$ cat config.mk
export PLATFORM = sky130hd
export DESIGN_NAME = key_debounce_module
export DESIGN_NICKNAME = d
export VERILOG_FILES = /design/src/rtl/key_debounce_module.sv
export SDC_FILE = /design/constraint.sdc
export NUM_CORES = 1
export LEC_CHECK = 0
export ABC_AREA = 1
export BUFFER_PORTS_ARGS = -buffer_cell sky130_fd_sc_hd__buf_4
export CORE_MARGIN = 2
export CORE_UTILIZATION = 40
export CTS_CLUSTER_SIZE = 24
export DETAILED_ROUTE_END_ITERATION = 8
export PLACE_DENSITY = 0.6
export SYNTH_ARGS = -nofsm -noshare
export SYNTH_HDL_FRONTEND = slang
export SYNTH_SLANG_ARGS = --single-unit
$ cat constraint.sdc
create_clock -name CLK -period 2.1 [get_ports CLK]
set_clock_uncertainty 0.15 [all_clocks]
set_input_delay 0.105 -clock CLK [delete_from_list [all_inputs] [get_ports CLK]]
set_output_delay 0.105 -clock CLK [all_outputs]
set_load 0.05 [all_outputs]
$ cat src/rtl/key_debounce_module.sv
// Per-key push-button debouncer: 2-flop synchronizer, 4-state filter FSM,
// registered level plus one-cycle press / release / long-press pulses.

module key_debounce_lane #(
  parameter int DEBOUNCE_CYC   = 1000000,
  parameter int LONG_CYC       = 50000000,
  parameter int KEY_ACTIVE_LOW = 1
) (
  input  logic clk,
  input  logic rst,
  input  logic pin,
  output logic level,
  output logic press,
  output logic rel,
  output logic lng
);
  localparam int DW = $clog2(DEBOUNCE_CYC + 1);
  localparam int LW = (LONG_CYC > 0) ? $clog2(LONG_CYC + 1) : 1;
  localparam logic [DW-1:0] D_LAST = DW'(DEBOUNCE_CYC - 1);
  localparam logic [DW-1:0] D_SAT  = DW'(DEBOUNCE_CYC);
  localparam logic [LW-1:0] L_LAST = (LONG_CYC > 0) ? LW'(LONG_CYC - 1) : '0;
  localparam logic [LW-1:0] L_SAT  = (LONG_CYC > 0) ? LW'(LONG_CYC) : '0;
  // Idle pin level; the synchronizer preloads it so a held key looks released after reset.
  localparam logic INACT = (KEY_ACTIVE_LOW != 0);

  typedef enum logic [1:0] {RELEASED, PRESS_WAIT, PRESSED, RELEASE_WAIT} state_t;

  state_t          state_q, state_d;
  logic [1:0]      sync_q, sync_d;
  logic [DW-1:0]   dcnt_q, dcnt_d;
  logic [LW-1:0]   lcnt_q, lcnt_d;
  logic            fired_q, fired_d;
  logic            level_q, level_d;
  logic            press_q, press_d;
  logic            rel_q, rel_d;
  logic            lng_q, lng_d;
  logic            p;

  // Normalized "pressed" view of the synchronized pin.
  assign p = (KEY_ACTIVE_LOW != 0) ? ~sync_q[1] : sync_q[1];

  // Next-state and registered-output logic; one transition per cycle.
  always_comb begin
    sync_d  = {sync_q[0], pin};
    state_d = state_q;
    dcnt_d  = dcnt_q;
    lcnt_d  = lcnt_q;
    fired_d = fired_q;
    level_d = level_q;
    press_d = 1'b0;
    rel_d   = 1'b0;
    lng_d   = 1'b0;
    case (state_q)
      RELEASED: begin
        if (p) begin
          state_d = PRESS_WAIT;
          dcnt_d  = DW'(1);
        end
      end
      PRESS_WAIT: begin
        if (!p) begin
          state_d = RELEASED;
          dcnt_d  = '0;
        end else if (dcnt_q == D_LAST) begin
          state_d = PRESSED;
          press_d = 1'b1;
          level_d = 1'b1;
          lcnt_d  = '0;
          fired_d = 1'b0;
        end else begin
          dcnt_d = (dcnt_q == D_SAT) ? dcnt_q : dcnt_q + DW'(1);
        end
      end
      PRESSED: begin
        if (!p) begin
          state_d = RELEASE_WAIT;
          dcnt_d  = DW'(1);
        end else if (LONG_CYC > 0 && !fired_q) begin
          if (lcnt_q == L_LAST) begin
            lng_d   = 1'b1;
            fired_d = 1'b1;
          end else begin
            lcnt_d = (lcnt_q == L_SAT) ? lcnt_q : lcnt_q + LW'(1);
          end
        end
      end
      RELEASE_WAIT: begin
        // Bounce back to pressed keeps the long-press progress.
        if (p) begin
          state_d = PRESSED;
        end else if (dcnt_q == D_LAST) begin
          state_d = RELEASED;
          rel_d   = 1'b1;
          level_d = 1'b0;
          dcnt_d  = '0;
          lcnt_d  = '0;
          fired_d = 1'b0;
        end else begin
          dcnt_d = (dcnt_q == D_SAT) ? dcnt_q : dcnt_q + DW'(1);
        end
      end
      default: state_d = RELEASED;
    endcase
  end

  // State register with synchronous reset; pulses in flight are dropped.
  always_ff @(posedge clk) begin
    if (rst) begin
      sync_q  <= {2{INACT}};
      state_q <= RELEASED;
      dcnt_q  <= '0;
      lcnt_q  <= '0;
      fired_q <= 1'b0;
      level_q <= 1'b0;
      press_q <= 1'b0;
      rel_q   <= 1'b0;
      lng_q   <= 1'b0;
    end else begin
      sync_q  <= sync_d;
      state_q <= state_d;
      dcnt_q  <= dcnt_d;
      lcnt_q  <= lcnt_d;
      fired_q <= fired_d;
      level_q <= level_d;
      press_q <= press_d;
      rel_q   <= rel_d;
      lng_q   <= lng_d;
    end
  end

  assign level = level_q;
  assign press = press_q;
  assign rel   = rel_q;
  assign lng   = lng_q;
endmodule

module key_debounce_module #(
  parameter int NUM_KEYS       = 4,
  parameter int DEBOUNCE_CYC   = 1000000,
  parameter int LONG_CYC       = 50000000,
  parameter int KEY_ACTIVE_LOW = 1
) (
  input  logic                CLK,
  input  logic                RST,
  input  logic [NUM_KEYS-1:0] Key_In,
  output logic [NUM_KEYS-1:0] Key_Level,
  output logic [NUM_KEYS-1:0] Key_Press,
  output logic [NUM_KEYS-1:0] Key_Release,
  output logic [NUM_KEYS-1:0] Key_Long
);
  // One fully independent filter per key.
  for (genvar k = 0; k < NUM_KEYS; k++) begin : g_key
    key_debounce_lane #(
      .DEBOUNCE_CYC  (DEBOUNCE_CYC),
      .LONG_CYC      (LONG_CYC),
      .KEY_ACTIVE_LOW(KEY_ACTIVE_LOW)
    ) u_lane (
      .clk  (CLK),
      .rst  (RST),
      .pin  (Key_In[k]),
      .level(Key_Level[k]),
      .press(Key_Press[k]),
      .rel  (Key_Release[k]),
      .lng  (Key_Long[k])
    );
  end
endmodule

==> results of run 1 <==
final cells by class:
| cell class | instances | area [um2] | share of cell area [%] |
|---|---|---|---|
| timing repair buffer | 136 | 1141 | 6.635 |
| tap | 468 | 585.6 | 3.405 |
| sequential | 220 | 4423 | 25.72 |
| clock buffer | 40 | 807.0 | 4.692 |
| inverter | 210 | 807.0 | 4.692 |
| clock inverter | 8 | 43.79 | 0.2546 |
| multi-input combinational | 1938 | 9392 | 54.60 |
cell usage after synthesis (19+ instances only):
master | n | area (um2)
inv_1 | 195 | 732.0
nand4_1 | 28 | 175.2
nor3_1 | 32 | 160.2
xnor2_1 | 19 | 166.4
dfxtp_1 | 220 | 4404
a21oi_1 | 184 | 920.9
buf_4 | 24 | 180.2
nand2_1 | 752 | 2823
nand3_1 | 262 | 1311
nor2_1 | 424 | 1592
o21ai_0 | 33 | 165.2
xor2_1 | 50 | 437.9
clkbuf_1 | 32 | 120.1
buf_6 | 20 | 225.2
per-stage QoR:
stage | instance area, um2 | util, % | TNS (ps) | instances | hold slack, ps
final | 17200 | 47.09 | 0 | 3020 | 127.7
after global routing | 17200 | 47.09 | -156.0 | 3020 | 126.7
after CTS | 16710 | 45.76 | 0 | 3000 | 101.4
after detailed placement | 15750 | 43.13 | -1620 | 2944 | 145.5
after global placement | 15750 | 43.13 | -59.85 | 2944 | 143.6
after floorplan | 14810 | - | 0 | 2451 | 58.81
worst register-to-register path, stage by stage (launching register included):
cell and delay, ps:
dfxtp_1 390, ha_1 210, nand2_2 80, nor2_4 100
nand3_1 80, nor2_2 170, nand3_4 160, nand2_4 150
nor2_4 50, buf_4 170, nand3_1 80, a21oi_1 60
sequential cells by signal (all words and copies together), names as in the netlist, named ones only:
signal / count
g_key.u_lane.press: 4
g_key.u_lane.state_q: 4
g_key.u_lane.level: 4
g_key.u_lane.fired_q: 4
g_key.u_lane.lng: 4
g_key.u_lane.lcnt_q: 104
g_key.u_lane.sync_q: 8
g_key.u_lane.dcnt_q: 80
g_key.u_lane.rel: 4
path summary, 6_finish.rpt:
| path | from | endpoint | slack [ps] |
|---|---|---|---|
| setup / recovery | g_key[2].u_lane.lcnt_q[1] | g_key[2].u_lane.lcnt_q[24] | 120 |
| hold / removal | Key_In[1] | g_key[1].u_lane.sync_q[0] | 130 |
| setup reg to reg | g_key[2].u_lane.lcnt_q[1] | g_key[2].u_lane.lcnt_q[24] | 120 |
| hold reg to reg | g_key[2].u_lane.sync_q[0] | g_key[2].u_lane.sync_q[1] | 260 |
what timing repair did:
action,4_1_cts,5_1_grt
pin swaps,1,12
endpoints found under the setup margin,51,163
buffers inserted,0,14
hold endpoints to repair,148,0
resized for setup,5,77
hold buffers,5,0
gates cloned,3,6
layer usage:
metal	share of wire [%]	global-route usage, %	vias up
met5	0	0	-
met4	2.0	4.237	0
met3	4.6	2.841	55
met2	45	33.90	314
met1	48	26.84	6929
li1	-	-	8007
logic make-up (layout without fill, tap and decap cells):
| group | count (synthesis) | after routing | synth area share [%] |
|---|---|---|---|
| buffers and inverters | 302 | 394 | 9.409 |
| flip-flops | 220 | 220 | 29.73 |
| adder cells (fa/ha/maj) | 16 | 16 | 1.351 |
| AND/OR/NAND/NOR | 1601 | 1610 | 46.66 |
| AO/OA/AOI/OAI | 243 | 243 | 8.775 |
| XOR/XNOR | 69 | 69 | 4.079 |
power groups by stage:
stage	Clock [uW]	Combinational [uW]	Sequential (uW)
after detailed placement	0	1350	4400
after global routing	4800	1740	4320
after global placement	0	1350	4390
after CTS	4640	1390	4310
after floorplan	0	1010	4390
final	4480	1570	4310
==> metrics.yaml, run 1 <==
drt:
  wirelength_um: 39800
  dr.pass1.iters: 6
  drtIter0Drc: 994
  viasPerCell: 5.068
  wl_per_cell_um: 13.18
  ant_nets: 0
  route.vias.total: 15310
  drc: 0
grt:
  grt_pass1_wl_um: 66060
  track_usage_pct: 19.93
  grt_overflow: 0
  grt_pass1_vias: 13880
  grt_max_degree: 71
  antenna_found_initial: 0
power:
  p_leak_uw: 0.005922
  internal_power_uw: 7386
  power_density_nw_per_um2: 602.3
  ir_drop_uv: 570.7
  seq_power_share_pct: 41.6
  switching_share_pct: 28.70
  pwr-share-comb_pct: 15.1
  clkPwrFrac_pct: 43.3
  finalPower_uw: 10360
  p_sw_uw: 2973
critical_path:
  cpMaxStageDelayCell: "dfxtp_1"
  critPathBufInv: 1
  start_kind: "flop"
  endpoint_kind: "flop"
  r2r_cells: 11
  arrival_ps: 2250
  cp.required_ps: 2370
  path_class: "flop to flop"
  path_depth: 11
  cp_top_family: "simple AND/OR/NAND/NOR gates"
  crit_chain: "ha_1 -> nand2_2 -> nor2_4 -> nand3_1 -> nor2_2 -> nand3_4 -> nand2_4 -> nor2_4 -> buf_4 -> nand3_1 -> a21oi_1"
  slowest_delay_ps: 390
  crit_fanout: 7
layout:
  layout_common_cells: "nand2_1, nor2_1, nand3_1"
  drive_gt1_share_pct: 12.58
  nets: 2556
  final_common_cell: "nand2_1"
  areaGrowthSynthToFinish_pct: 16.10
  diodes: 0
  nFillCells: 3764
timing:
  drv_slew: 0
  fin_ws_ps: 122.5
  period_share_pct: 94.17
  final_hold_viol_count: 0
  slew_headroom_pct: 67.35
  finalSetupViolations: 0
  period_needed_ps: 1978
  worst_pin_slew_ps: 486.0
  max_freq_mhz: 505.7
placement:
  place_ws_ps: -64.06
  place_congestion: 0.8931
  dp_hpwl_um: 26640
  numPortBuffers: 21
logic_synthesis:
  post_synth_num_cell_types: 45
  yosys_warnings: 0
  synthesis.area_um2: 14810
  synth_seq_cells: 220
  syn_area_per_cell_um2: 6.044
  synthFlopType: "dfxtp_1"
  synth_edf_count: 0
  seq_area_frac_synth_pct: 29.73
  synth_nets: 2473
  synth_cells: 2451
  ys_async_sr_fraction_pct: 0
clocking:
  path_clk_slew_ps: 60
  clk_path_buf_depth: 3
  cts_root_buf: "clkbuf_16"
  h-tree-depth: 1
  cts_tree: "yes"
  numCtsBuffers: 28
  clock_sinks: 220
  clock_latency_ps: 550
floorplanning:
  ioPinCount: 22
  die_area_um2: 38590
  die_x_um: 196.4
  rows: 70
  core_um2: 36520
  initial_core_util_pct: 40.56
  fp.dieH_um: 196.4
outcome:
  outcome: "finished clean"
worst_hold_path:
  min_path_cells: 3
  hp-class: "input port to flop"
flow_run:
  drv_cap: 0
(Power assumes the default switching activity.)
==> inputs of run 2 (changes only) <==
Settings changed: PLACE_DENSITY 0.6 to unset, PLACE_DENSITY_LB_ADDON set to 0.05.
==> run 2 against run 1 <==
Via count shrank 0.42%. Global-route usage rose by 1.0 points. Sequential power about the same. Non-clock buffer count up 26. Final area is 1.2% higher. Largest power group unchanged. Critical path depth down 1. Total power grew 7.8%. Sequential cell count stayed put. Routed wire length increased by 5.2%. First-iteration DRC count down 20%. Worst setup slack got worse by 29 ps.
==> metrics.yaml, run 2 (synthesis results as in run 1) <==
outcome:
  outcome: "finished clean"  # unchanged
drt:
  dr.pass1.iters: 5  # was 6
  drtIter0Drc: 792  # was 994
  route.vias.total: 15240  # was 15,310
  drc: 0  # unchanged
  viasPerCell: 5.005  # was 5.068
  ant_nets: 0  # unchanged
  wirelength_um: 41880  # was 39,800 um
  wl_per_cell_um: 13.75  # was 13.18 um
timing:
  period_needed_ps: 2006  # was 1978 ps
  max_freq_mhz: 498.4  # was 505.7 MHz
  rsz0062_at_grt: "yes"
  final_hold_viol_count: 0  # unchanged
  slew_headroom_pct: 65.38  # was 67.35%
  worst_pin_slew_ps: 518.8  # was 486.0 ps
  finalSetupViolations: 0  # unchanged
  period_share_pct: 95.53  # was 94.17%
  drv_slew: 0  # unchanged
floorplanning:
  initial_core_util_pct: 40.56  # unchanged
  rows: 70  # unchanged
  core_um2: 36520  # unchanged
  fp.dieH_um: 196.4  # unchanged
  die_area_um2: 38590  # unchanged
  ioPinCount: 22  # unchanged
  die_x_um: 196.4  # unchanged
layout:
  largest_register_ffs: 104  # unchanged
  diodes: 0  # unchanged
  design_area_um2: 17400  # was 17,200 um2
  regMostFlops: "g_key.u_lane.lcnt_q"  # unchanged
  final_common_cell: "nand2_1"  # unchanged
  areaGrowthSynthToFinish_pct: 17.48  # was 16.10%
  drive_gt1_share_pct: 13.00  # was 12.58%
  fin_util_pct: 47.65  # was 47.09%
  reg_top3: "g_key.u_lane.lcnt_q: 104 flops, g_key.u_lane.dcnt_q: 80 flops, g_key.u_lane.sync_q: 8 flops"  # unchanged
  nets: 2579  # was 2,556
  layout_common_cells: "nand2_1, nor2_1, nand3_1"  # unchanged
clocking:
  clock_latency_ps: 570  # was 550 ps
  h-tree-depth: 1  # unchanged
  numCtsBuffers: 28  # unchanged
  cts_tree: "yes"  # unchanged
  cts_root_buf: "clkbuf_16"  # unchanged
  path_clk_slew_ps: 60  # about the same
  clk_path_buf_depth: 3  # unchanged
  clock_sinks: 220  # unchanged
critical_path:
  critPathBufInv: 1  # unchanged
  endpoint_kind: "flop"  # unchanged
  arrival_ps: 2290  # was 2250 ps
  path_class: "flop to flop"  # unchanged
  start_kind: "flop"  # unchanged
  crit_fanout: 4  # was 7
  cp_common_cell: "nor2_1"
  slowest_delay_ps: 380  # was 390 ps
  cpMaxStageDelayCell: "dfxtp_1"  # unchanged
  cp.required_ps: 2380  # was 2370 ps
  crit_chain: "nand2_1 -> nor2_1 -> nand3_2 -> nor2_1 -> nand3_4 -> nand2_4 -> nor2_4 -> buf_4 -> nand3_1 -> a21oi_1"  # was ha_1 -> nand2_2 -> nor2_4 -> nand3_1 -> nor2_2 -> nand3_4 -> nand2_4 -> nor2_4 -> buf_4 -> nand3_1 -> a21oi_1
  cp_top_family: "simple AND/OR/NAND/NOR gates"  # unchanged
grt:
  track_usage_pct: 20.96  # was 19.93%
  grt_pass1_wl_um: 68540  # was 66,060 um
  grt_max_degree: 43  # was 71
  antenna_found_initial: 0  # unchanged
  grt_overflow: 0  # unchanged
  grt_pass1_vias: 14030  # was 13,880
power:
  power_density_nw_per_um2: 641.3  # was 602.3 nW/um2
  ir_drop_uv: 662.9  # was 570.7 uV
  p_leak_uw: 0.006095  # was 0.005922 uW
placement:
  dp_hpwl_um: 29050  # was 26,640 um
  postPlaceCellArea_um2: 15980  # was 15,750 um2
  numPortBuffers: 21  # unchanged
  place_congestion: 0.8907  # was 0.8931
flow_run:
  drv_cap: 0  # unchanged
worst_hold_path:
  hp-class: "input port to flop"  # unchanged
-- run 2: cell count changes in the layout (fill, tap and decap cells not counted), moves of 5 or more --
cell / previous run / this run
nor2_1: 407 / 415
nor2_2: 23 / 15
buf_4: 121 / 144
dfxtp_1: 207 / 212
-- run 2: worst register-to-register path, delay by kind of cell (launching register included) --
family | cells | cell delay (ps)
flip-flops | 1 | 380
AND/OR/NAND/NOR | 8 | 1120
buffers and inverters | 1 | 150
AO/OA/AOI/OAI | 1 | 60
-- run 2: repair_timing --
action / in CTS / in global routing
hold buffers: 6 / 0
gates cloned: 1 / 6
endpoints found under the hold margin: 52 / 0
setup endpoints to repair: 28 / 164
pin swaps: 0 / 10
buffers inserted: 0 / 4
resized for setup: 2 / 60
-- run 2: layer usage --
layer | GRT usage (%) | vias up | wire (um)
li1 | - | 8049 | -
met1 | 28.85 | 6933 | 20610
met2 | 35.51 | 216 | 19250
met3 | 2.481 | 43 | 1317
met4 | 3.900 | 0 | 705
met5 | 0 | - | 0
-- run 2: final cells by class --
type	count	area, um2
Clock buffer	38	819.5
Clock inverter	12	160.2
Fill cell	3887	19120
Inverter	210	803.3
Multi-Input combinational cell	1935	9279
Sequential cell	220	4414
Tap cell	468	585.6
Timing Repair Buffer	162	1343
-- run 2: path summary, 6_finish.rpt --
kind                                    from                   endpoint  slack, ps  depth (start not counted)
setup / recovery  g_key[2].u_lane.lcnt_q[12]  g_key[2].u_lane.lcnt_q[3]         90                         10
hold / removal                     Key_In[0]  g_key[0].u_lane.sync_q[0]        130                          3
setup reg to reg  g_key[2].u_lane.lcnt_q[12]  g_key[2].u_lane.lcnt_q[3]         90                         10
hold reg to reg    g_key[0].u_lane.sync_q[0]  g_key[0].u_lane.sync_q[1]        260                          1
-- run 2: stage by stage --
stage	hold slack, ps	instances	total power, uW	worst slack, ps	TNS, ps
detailed placement	149.0	2978	5823	-85.84	-1174
CTS	97.12	3035	11070	7.707	0
finish	129.4	3045	11160	93.77	0
global placement	146.7	2978	5820	-57.05	-141.0
global route	129.9	3045	11680	-39.39	-84.76
floorplan	58.81	2451	5405	212.1	0
-- run 2: power by group --
| part | switching (uW) | internal (uW) | total, uW |
|---|---|---|---|
| registers | 74.8 | 4240 | 4320 |
| logic | 1100 | 585 | 1690 |
| clock network | 1960 | 3190 | 5150 |
| total | 3140 | 8020 | 11200 |
